[config.mk]
export PLATFORM = sky130hd
export DESIGN_NAME = knn_vote_ctrl_flat
export DESIGN_NICKNAME = d
export VERILOG_FILES = /design/src/rtl/knn_vote_if.sv /design/src/rtl/knn_vote_ctrl.sv /design/src/flat_wrapper.sv
export SDC_FILE = /design/constraint.sdc
export NUM_CORES = 1
export LEC_CHECK = 0
export BUFFER_PORTS_ARGS = -buffer_cell sky130_fd_sc_hd__buf_2
export CAP_MARGIN = 20
export CORE_MARGIN = 8
export CORE_UTILIZATION = 40
export CTS_BUF_LIST = sky130_fd_sc_hd__clkbuf_8
export DETAILED_ROUTE_END_ITERATION = 12
export PLACE_DENSITY_LB_ADDON = 0.2
export SYNTH_ARGS = -nofsm -noshare
export SYNTH_HDL_FRONTEND = slang
export SYNTH_SLANG_ARGS = --single-unit
[constraint.sdc]
create_clock -name clk -period 3 [get_ports clk]
set_clock_uncertainty 0.2 [all_clocks]
set_input_delay 0.9 -clock clk [delete_from_list [all_inputs] [get_ports clk]]
set_output_delay 0.9 -clock clk [all_outputs]
set_load 0.02 [all_outputs]
[src/rtl/knn_vote_if.sv]
// knn_vote_if -- handshake bundle between the k-NN vote controller and its
// surroundings (sorter kick/result, sorted-type lookup, class result).
//   slave  : the controller side (knn_vote_ctrl)
//   master : the environment side (requester, sorter, class consumer)
// Signals: start, sort_done, valid_sort, type_idx, type_in,
//          class_out, class_valid, class_ack, busy, error.
interface knn_vote_if #(
    parameter int N      = 100,
    parameter int TYPE_W = 3
);
    localparam int IDX_W = (N > 1) ? $clog2(N) : 1;

    logic              start;
    logic              sort_done;
    logic              valid_sort;
    logic [IDX_W-1:0]  type_idx;
    logic [TYPE_W-1:0] type_in;
    logic [TYPE_W-1:0] class_out;
    logic              class_valid;
    logic              class_ack;
    logic              busy;
    logic              error;

    modport slave (
        input  start, valid_sort, type_in, class_ack,
        output sort_done, type_idx, class_out, class_valid, busy, error
    );

    modport master (
        output start, valid_sort, type_in, class_ack,
        input  sort_done, type_idx, class_out, class_valid, busy, error
    );
endinterface

[src/rtl/knn_vote_ctrl.sv]
// knn_vote_ctrl -- majority vote over the K nearest neighbours.
// Kicks the sorter, waits (bounded) for its result, walks the first K sorted
// type labels one per cycle keeping per-class tallies, and presents the
// winning class until acknowledged. On a tie the class that reached the
// maximum first (in index order) wins.
// Ports:
//   clk  - rising-edge clock
//   rst  - asynchronous active-low reset
//   bus  - knn_vote_if.slave (start/sort_done/valid_sort/type_idx/type_in/
//          class_out/class_valid/class_ack/busy/error)
module knn_vote_ctrl #(
    parameter int N       = 100,
    parameter int TYPE_W  = 3,
    parameter int K       = 5,
    parameter int TIMEOUT = 1024
) (
    input  logic       clk,
    input  logic       rst,
    knn_vote_if.slave  bus
);
    localparam int IDX_W = (N > 1) ? $clog2(N) : 1;
    localparam int CNT_W = $clog2(K + 1);
    localparam int TMO_W = $clog2(TIMEOUT + 1);
    localparam int NCLS  = 1 << TYPE_W;

    localparam logic [IDX_W-1:0] LAST_IDX = IDX_W'(K - 1);
    localparam logic [CNT_W-1:0] CNT_MAX  = CNT_W'(K);
    localparam logic [TMO_W-1:0] TMO_LAST = TMO_W'(TIMEOUT - 1);

    typedef enum logic [2:0] {IDLE, KICK, WAIT_SORT, COUNT, DONE, ERR} state_t;

    state_t                      state;
    logic [NCLS-1:0][CNT_W-1:0]  votes;
    logic [CNT_W-1:0]            best_cnt;
    logic [TYPE_W-1:0]           best_cls;
    logic [TMO_W-1:0]            tmo_cnt;
    logic [CNT_W-1:0]            vote_inc;
    logic                        new_best;

    // Tally after this cycle's vote; saturating, though only K votes can
    // ever land, so the ceiling is a guard rather than a working limit.
    always_comb begin
        vote_inc = votes[bus.type_in];
        if (vote_inc != CNT_MAX)
            vote_inc = vote_inc + 1'b1;
        // strictly greater: an equal count never displaces the earlier leader
        new_best = (vote_inc > best_cnt);
    end

    always_ff @(posedge clk or negedge rst) begin
        if (!rst) begin
            state           <= IDLE;
            bus.sort_done   <= 1'b0;
            bus.class_valid <= 1'b0;
            bus.busy        <= 1'b0;
            bus.error       <= 1'b0;
            bus.class_out   <= '0;
            bus.type_idx    <= '0;
            best_cnt        <= '0;
            best_cls        <= '0;
            votes           <= '0;
            tmo_cnt         <= '0;
        end else begin
            bus.sort_done <= 1'b0;
            case (state)
                IDLE: begin
                    if (bus.start) begin
                        state         <= KICK;
                        bus.sort_done <= 1'b1;
                        bus.busy      <= 1'b1;
                    end
                end
                KICK: begin
                    state   <= WAIT_SORT;
                    tmo_cnt <= '0;
                end
                WAIT_SORT: begin
                    // a result arriving on the timeout edge still counts
                    if (bus.valid_sort) begin
                        state        <= COUNT;
                        votes        <= '0;
                        bus.type_idx <= '0;
                        best_cnt     <= '0;
                        best_cls     <= '0;
                    end else if (tmo_cnt == TMO_LAST) begin
                        state     <= ERR;
                        bus.error <= 1'b1;
                        bus.busy  <= 1'b0;
                    end else begin
                        tmo_cnt <= tmo_cnt + 1'b1;
                    end
                end
                COUNT: begin
                    votes[bus.type_in] <= vote_inc;
                    if (new_best) begin
                        best_cnt <= vote_inc;
                        best_cls <= bus.type_in;
                    end
                    if (bus.type_idx == LAST_IDX) begin
                        // fold in the final vote directly; best_cls lands a cycle late
                        state           <= DONE;
                        bus.type_idx    <= '0;
                        bus.class_valid <= 1'b1;
                        bus.class_out   <= new_best ? bus.type_in : best_cls;
                    end else begin
                        bus.type_idx <= bus.type_idx + 1'b1;
                    end
                end
                DONE: begin
                    if (bus.class_ack) begin
                        state           <= IDLE;
                        bus.class_valid <= 1'b0;
                        bus.busy        <= 1'b0;
                    end
                end
                ERR: begin
                    if (bus.start) begin
                        state         <= KICK;
                        bus.error     <= 1'b0;
                        bus.sort_done <= 1'b1;
                        bus.busy      <= 1'b1;
                    end
                end
                default: state <= IDLE;
            endcase
        end
    end
endmodule

[src/flat_wrapper.sv]
// flat-port wrapper written by rule: the top's interface ports become plain ports
module knn_vote_ctrl_flat 
#(
    parameter int N       = 100,
    parameter int TYPE_W  = 3,
    parameter int K       = 5,
    parameter int TIMEOUT = 1024
)
  (clk, rst, bus_start, bus_valid_sort, bus_type_in, bus_class_ack, bus_sort_done, bus_type_idx, bus_class_out, bus_class_valid, bus_busy, bus_error);
  knn_vote_if #(.N(N), .TYPE_W(TYPE_W)) bus_i ();
  input  logic clk;
  input  logic rst;
  input wire logic [$bits(bus_i.start)-1:0] bus_start;
  input wire logic [$bits(bus_i.valid_sort)-1:0] bus_valid_sort;
  input wire logic [$bits(bus_i.type_in)-1:0] bus_type_in;
  input wire logic [$bits(bus_i.class_ack)-1:0] bus_class_ack;
  output wire logic [$bits(bus_i.sort_done)-1:0] bus_sort_done;
  output wire logic [$bits(bus_i.type_idx)-1:0] bus_type_idx;
  output wire logic [$bits(bus_i.class_out)-1:0] bus_class_out;
  output wire logic [$bits(bus_i.class_valid)-1:0] bus_class_valid;
  output wire logic [$bits(bus_i.busy)-1:0] bus_busy;
  output wire logic [$bits(bus_i.error)-1:0] bus_error;
  assign bus_i.start = bus_start;
  assign bus_i.valid_sort = bus_valid_sort;
  assign bus_i.type_in = bus_type_in;
  assign bus_i.class_ack = bus_class_ack;
  assign bus_sort_done = bus_i.sort_done;
  assign bus_type_idx = bus_i.type_idx;
  assign bus_class_out = bus_i.class_out;
  assign bus_class_valid = bus_i.class_valid;
  assign bus_busy = bus_i.busy;
  assign bus_error = bus_i.error;
  knn_vote_ctrl #(.N(N), .TYPE_W(TYPE_W), .K(K), .TIMEOUT(TIMEOUT)) u_core (.clk(clk), .rst(rst), .bus(bus_i));
endmodule
### After elaboration in Yosys (flattened, before gate mapping)

Index checks and enable logic that the tools add are counted.

* add/subtract/negate cells: 3
* magnitude comparators: 3
* equal/unequal tests: 18
* mux-type cells: 38
* reduce and logical (&&, ||, !) cells: 16

Operators by type and width (number)
* one-hot mux 24 bit (2 select lines): 1
* 2-to-1 mux 3 bit: 11
* bitwise mux 24 bit: 1
* 2-to-1 mux 24 bit: 1
* 2-to-1 mux 11 bit: 2
* one-hot mux 11 bit (2 select lines): 1
* one-hot mux 3 bit (5 select lines): 1
* 2-to-1 mux 7 bit: 2
* one-hot mux 7 bit (2 select lines): 1
* one-hot mux 3 bit (2 select lines): 2
* adder 11 x 1 -> 11 bit (second input constant): 1
* == test 11 x 10 -> 1 bit (second input constant): 1
* 2-to-1 mux 1 bit: 10
* inequality test 2 bit (second input constant): 5
* binary-select mux 3 bit (select 3 bit): 1
* demux 3 bit (select 3 bit): 1
* AND reduction 3 bit: 3
* inequality test 2 x 1 -> 1 bit (second input constant): 4
* AND reduction 4 bit: 2
* nonzero test 2 bit: 4
* adder 7 x 1 -> 7 bit (second input constant): 1
* == test 7 x 3 -> 1 bit (second input constant): 1
* == test 3 x 2 -> 1 bit (second input constant): 2
* == test 3 bit (second input constant): 2
* other kinds (15): 17

* flip-flop bits (word level): 58
* input bits: 8
* output and inout port bits: 14
* logic and storage cells: 96

### Longest topological paths before layout

* word-level depth: 7
* gate-level depth with buffers: 16
* depth with buffers taken out: 13

### Worst setup path after synthesis

No wires, ideal clock.

* path kind: input to register
* start point: input bus_type_in[1]
* end point: register u_core.best_cnt[1]
* setup time: 0.075 ns
* arrival time: 3.758 ns
* required time: 2.725 ns
* slack: -1.033 ns
* cell stages on the path: 15
* buffers on the path: 2
* cell sequence: buf_4 > and2_4 > a221o_1 > a211oi_2 > ha_1 > nand4_4 > mux2_4 > inv_1 > ha_1 > nor2b_1 > o21ai_0 > a211o_1 > clkbuf_1 > nand3_1 > o21ai_2

* longest elaborated chain between the ends: 7
* elaborated cells on any way between the ends: 10
* classes of those cells: 1 x add/sub; 1 x order compare; 2 x eq/ne; 5 x mux; 1 x reduce/logical

Ends and longest elaborated chain
* from (decl): RTL line flat_wrapper.sv:15 `input wire logic [$bits(bus_i.type_in)-1:0] bus_type_in;`
* binary-select mux 3 bit (select 3 bit) *: RTL line knn_vote_ctrl.sv:43 `vote_inc = votes[bus.type_in];`
* 2-to-1 mux 3 bit (not written as such) *: RTL line knn_vote_ctrl.sv:43
* adder 3 x 1 -> 3 bit / inequality test 3 bit (equally long branches): RTL line knn_vote_ctrl.sv:45, knn_vote_ctrl.sv:44
* 2-to-1 mux 3 bit *: RTL line knn_vote_ctrl.sv:44 `if (vote_inc != CNT_MAX)`
* > comparator 3 bit: RTL line knn_vote_ctrl.sv:47 `new_best = (vote_inc > best_cnt);`
* inequality test 2 x 1 -> 1 bit (no line)
* AND reduction 3 bit (no line)
* to (signal assigned): RTL line knn_vote_ctrl.sv:96 `best_cnt <= vote_inc;`
* to (decl): RTL line knn_vote_ctrl.sv:34 `logic [CNT_W-1:0] best_cnt;`

Every way passes the cells marked *; elsewhere a longest branch is shown, timed or not. The select of a mux whose other input is x is not followed.
A chain may end at the register's enable or synchronous reset.

### Worst setup path in the final report

* start point: input bus_type_in[2]
* end point: register u_core.bus.class_out[2]

* longest elaborated chain between the ends: 6
* elaborated cells on any way between the ends: 7
* classes of those cells: 1 x add/sub; 1 x order compare; 1 x eq/ne; 4 x mux

Ends and longest elaborated chain
* binary-select mux 3 bit (select 3 bit): RTL line knn_vote_ctrl.sv:43
* 2-to-1 mux 3 bit (not written as such): RTL line knn_vote_ctrl.sv:43
* adder 3 x 1 -> 3 bit / inequality test 3 bit (equally long branches): RTL line knn_vote_ctrl.sv:45, knn_vote_ctrl.sv:44
* 2-to-1 mux 3 bit: RTL line knn_vote_ctrl.sv:44
* > comparator 3 bit: RTL line knn_vote_ctrl.sv:47
* 2-to-1 mux 3 bit *
* to (signal assigned): RTL line knn_vote_ctrl.sv:104 `bus.class_out <= new_best ? bus.type_in : best_cls;`
* to (decl): RTL line knn_vote_if.sv:26 `output sort_done, type_idx, class_out, class_valid, busy, error`

Marks and branches as above.

==> flow_summary.toml <==
[power_and_ir_drop]
switching_share_pct = 38.4
p_leak_uw = 0.00176
power-per-cell-area_mw_per_mm2 = 919
pwr-share-clk_pct = 25.6
pwr-share-comb_pct = 39.9
switching_power_uw = 1390
ir_drop_uv = 368
total_power_uw = 3610
sequentialPowerShare_pct = 34.5
p_int_uw = 2220

[timing]
fin_ws_ns = -0.386
finalHoldViolCount = 0
fin_crit_ns = 3.39
slew_violations = 0
fin_crit_sh_pct = 113
max_freq_ghz = 0.295
rsz0062_at_grt = "yes"
slew_headroom_pct = 42.8
holdWs_ns = 0.280
finalSetupViolations = 9
worst_pin_slew_ns = 0.849

[worst_setup_path]
worst-path-buf-inv = 3
cp_top_family = "compound AO/OA/AOI/OAI gates"
worstPathArrival_ns = 3.42
critPathCaptureType = "flop"
critPathMaxStageDelay_ns = 0.33
r2r_start = "u_core.votes[19]$_DFFE_PN0P_"
cp_max_fo = 7
slowest_stage = "a221o_1"
path_cells = "buf_8, and2_4, a221o_1, a211oi_2, ha_2, nand4_4, mux2_4, inv_2, ha_4, nor2b_4, o21ai_2, buf_4, a21oi_4, mux2i_1, o21ai_1"
crit_start = "bus_type_in[2]"
crit_type = "in2reg"
cp.required_ns = 3.03
critPathLaunchType = "input pin"

[worst_hold_path]
hold_path.class = "reg2reg"
min-delay-start = "u_core.bus.busy$_DFFE_PN0P_"

[clock_tree]
cts_buffer_depth = 2
cts_tree = "built"
cts_htree_levels = 3
cts_buffers = 9
clock-sinks = 58
clock-root-buffer = "clkbuf_8"
clk_pin_slew_ns = 0.07
cts_hold_buf = 0
clk_latency_ns = 0.35

[global_routing]
grt_start_max_net_pins = 32
grt_antenna_before_repair = 0
gr-usage-all-layers_pct = 14.6
grt-ovfl-total = 0
grt_pass1_wl_um = 13000
grt_pass1_vias = 2521

[logic_synthesis]
ys_types = 58
synth_area_sq_mm = 0.00322
synth_seq_cells = 58
syn-num-nets = 353
async_reset_ff_share_pct = 100
yosys.area.top_type_share_pct = 45.0
syn_inst = 337
syn_avg_cell_area_sq_um = 9.56
yosysSeqAreaShare_pct = 45.0
yosysTopAreaCell = "dfrtp_1"
synth-main-ff-cell = "dfrtp_1"
synth_area_leaders = "dfrtp_1, nand3_1, o21ai_0"
synth_edf_count = 0
yosys_warnings = 0

[floorplan]
die_area_sq_mm = 0.0112
die_h_um = 106
start_util_pct = 41.5
die_w_um = 106
coreArea_sq_mm = 0.00777
io_pins = 22
row_count = 32

[routing]
drt_wl_total_um = 7570
firstDrtPassIters = 4
drtIter0Drc = 97
ant_nets = 0
drc_errors = 0
post_drt_wl_per_cell_um = 15.6
vias = 2595
routed_via_density = 5.36

[place]
dp_slack_ns = -0.930
portBuffers = 21
dp_hpwl_um = 5310
place.gp.congestion = 0.817

[finish]
drive_gt1_share_pct = 27.2
synthToLayoutAreaGrowth_pct = 21.9
diodes = 0
layout_common_cells = "dfrtp_1, nand3_1, nand2_1, o21ai_0, buf_4"
final_common_cell = "dfrtp_1"
fin_nets = 393

[flow_run]
drv_cap = 0

[status]
outcome = "finished with violations"
failed_checks = "negative setup slack"
-- cell families after synthesis --
kind of cell / share of synthesized area [%]
and+or+nand+nor: 22.8
adders and majority gates: 3.11
buffers and inverters: 4.04
muxes: 4.70
xor gates and xnor gates: 2.76
DFF: 45.0
AOI/OAI and AO/OA: 17.6
-- metrics by stage --
step / instance area (sq um) / utilization (%) / cells / TNS (ns)
finish: 3930 / 50.6 / 484 / -2.95
global route: 3930 / 50.6 / 484 / -4.00
CTS: 3930 / 50.5 / 484 / -2.96
detailed placement: 3610 / 46.5 / 468 / -9.41
global placement: 3610 / 46.5 / 468 / -8.16
floorplan: 3290 / - / 337 / -7.47
-- sequential cells by signal, summed over array words and instances (netlist names) --
signal / flops
u_core.votes: 24
u_core.tmo_cnt: 11
u_core.bus.type_idx: 7
u_core.best_cls: 3
u_core.best_cnt: 3
u_core.bus.class_out: 3
u_core.state: 3
u_core.bus.busy: 1
u_core.bus.class_valid: 1
u_core.bus.error: 1
u_core.bus.sort_done: 1
-- power groups by stage --
| stage | logic [uW] | registers (uW) | clock network [uW] |
|---|---|---|---|
| 4_1_cts | 1460 | 1240 | 940 |
| 3_3_place_gp | 1340 | 1250 | 0 |
| 6_report | 1440 | 1250 | 924 |
| 3_5_place_dp | 1370 | 1260 | 0 |
| 5_1_grt | 1610 | 1280 | 981 |
| 2_1_floorplan | 1010 | 1210 | 0 |
-- worst paths after layout --
path                                                  endpoint  slack (ns)  cells after the start
max                        u_core.bus.class_out[2]$_DFFE_PN0P_       -0.39                     15
min                                u_core.bus.busy$_DFFE_PN0P_        0.28                      1
max reg2reg                u_core.bus.class_out[2]$_DFFE_PN0P_       -0.01                     13
min reg2reg                        u_core.bus.busy$_DFFE_PN0P_        0.28                      1
max in group asynchronous          u_core.votes[1]$_DFFE_PN0P_        1.60                      2
min in group asynchronous        u_core.tmo_cnt[3]$_DFFE_PN0P_        0.32                      1
-- what timing repair did --
action / in CTS / in global routing
resized for setup: 15 / 3
endpoints found under the setup margin: 9 / 9
pin swaps: 9 / 6
setup buffers: 0 / 0
-- cells in the mapped netlist, types with 3 or more instances --
cell type	count
dfrtp_1	58
nand3_1	49
o21ai_0	35
nand2_1	28
nor2_1	15
inv_1	14
mux2i_1	10
o21ai_2	10
o21ai_1	9
clkbuf_1	8
ha_1	8
a21oi_1	7
nor2b_1	7
nand2b_1	6
and3_1	5
buf_2	5
nand3b_1	4
xnor2_1	4
nand4_1	3
nor3_1	3
xor2_1	3
-- metal layers --
layer  vias to the layer above  GRT usage (%)  wire length (um)
li1                       1294              -                 -
met2                        45           20.2              3290
met1                      1248           20.0              3820
met5                         -              0                 0
met3                         8           5.18               351
met4                         0           5.63               109
-- cell type report --
cell class                 instances  area (sq um)
fill                             738          3840
multi-input combinational        249          1740
sequential                        58          1450
timing repair buffer              45           304
clock buffer                      11           151
tap                              102           128
clock inverter                     5           100
inverter                          14          52.6
-- worst reg2reg max path, delay by kind of cell, from the launching register on --
kind	cells	cell delay, ns
adders and majority gates	2	0.51
and+or+nand+nor	2	0.21
AOI/OAI and AO/OA	5	0.96
muxes	2	0.46
DFF	1	0.40
buffers and inverters	2	0.18
Power figures use the tool's default switching activity.
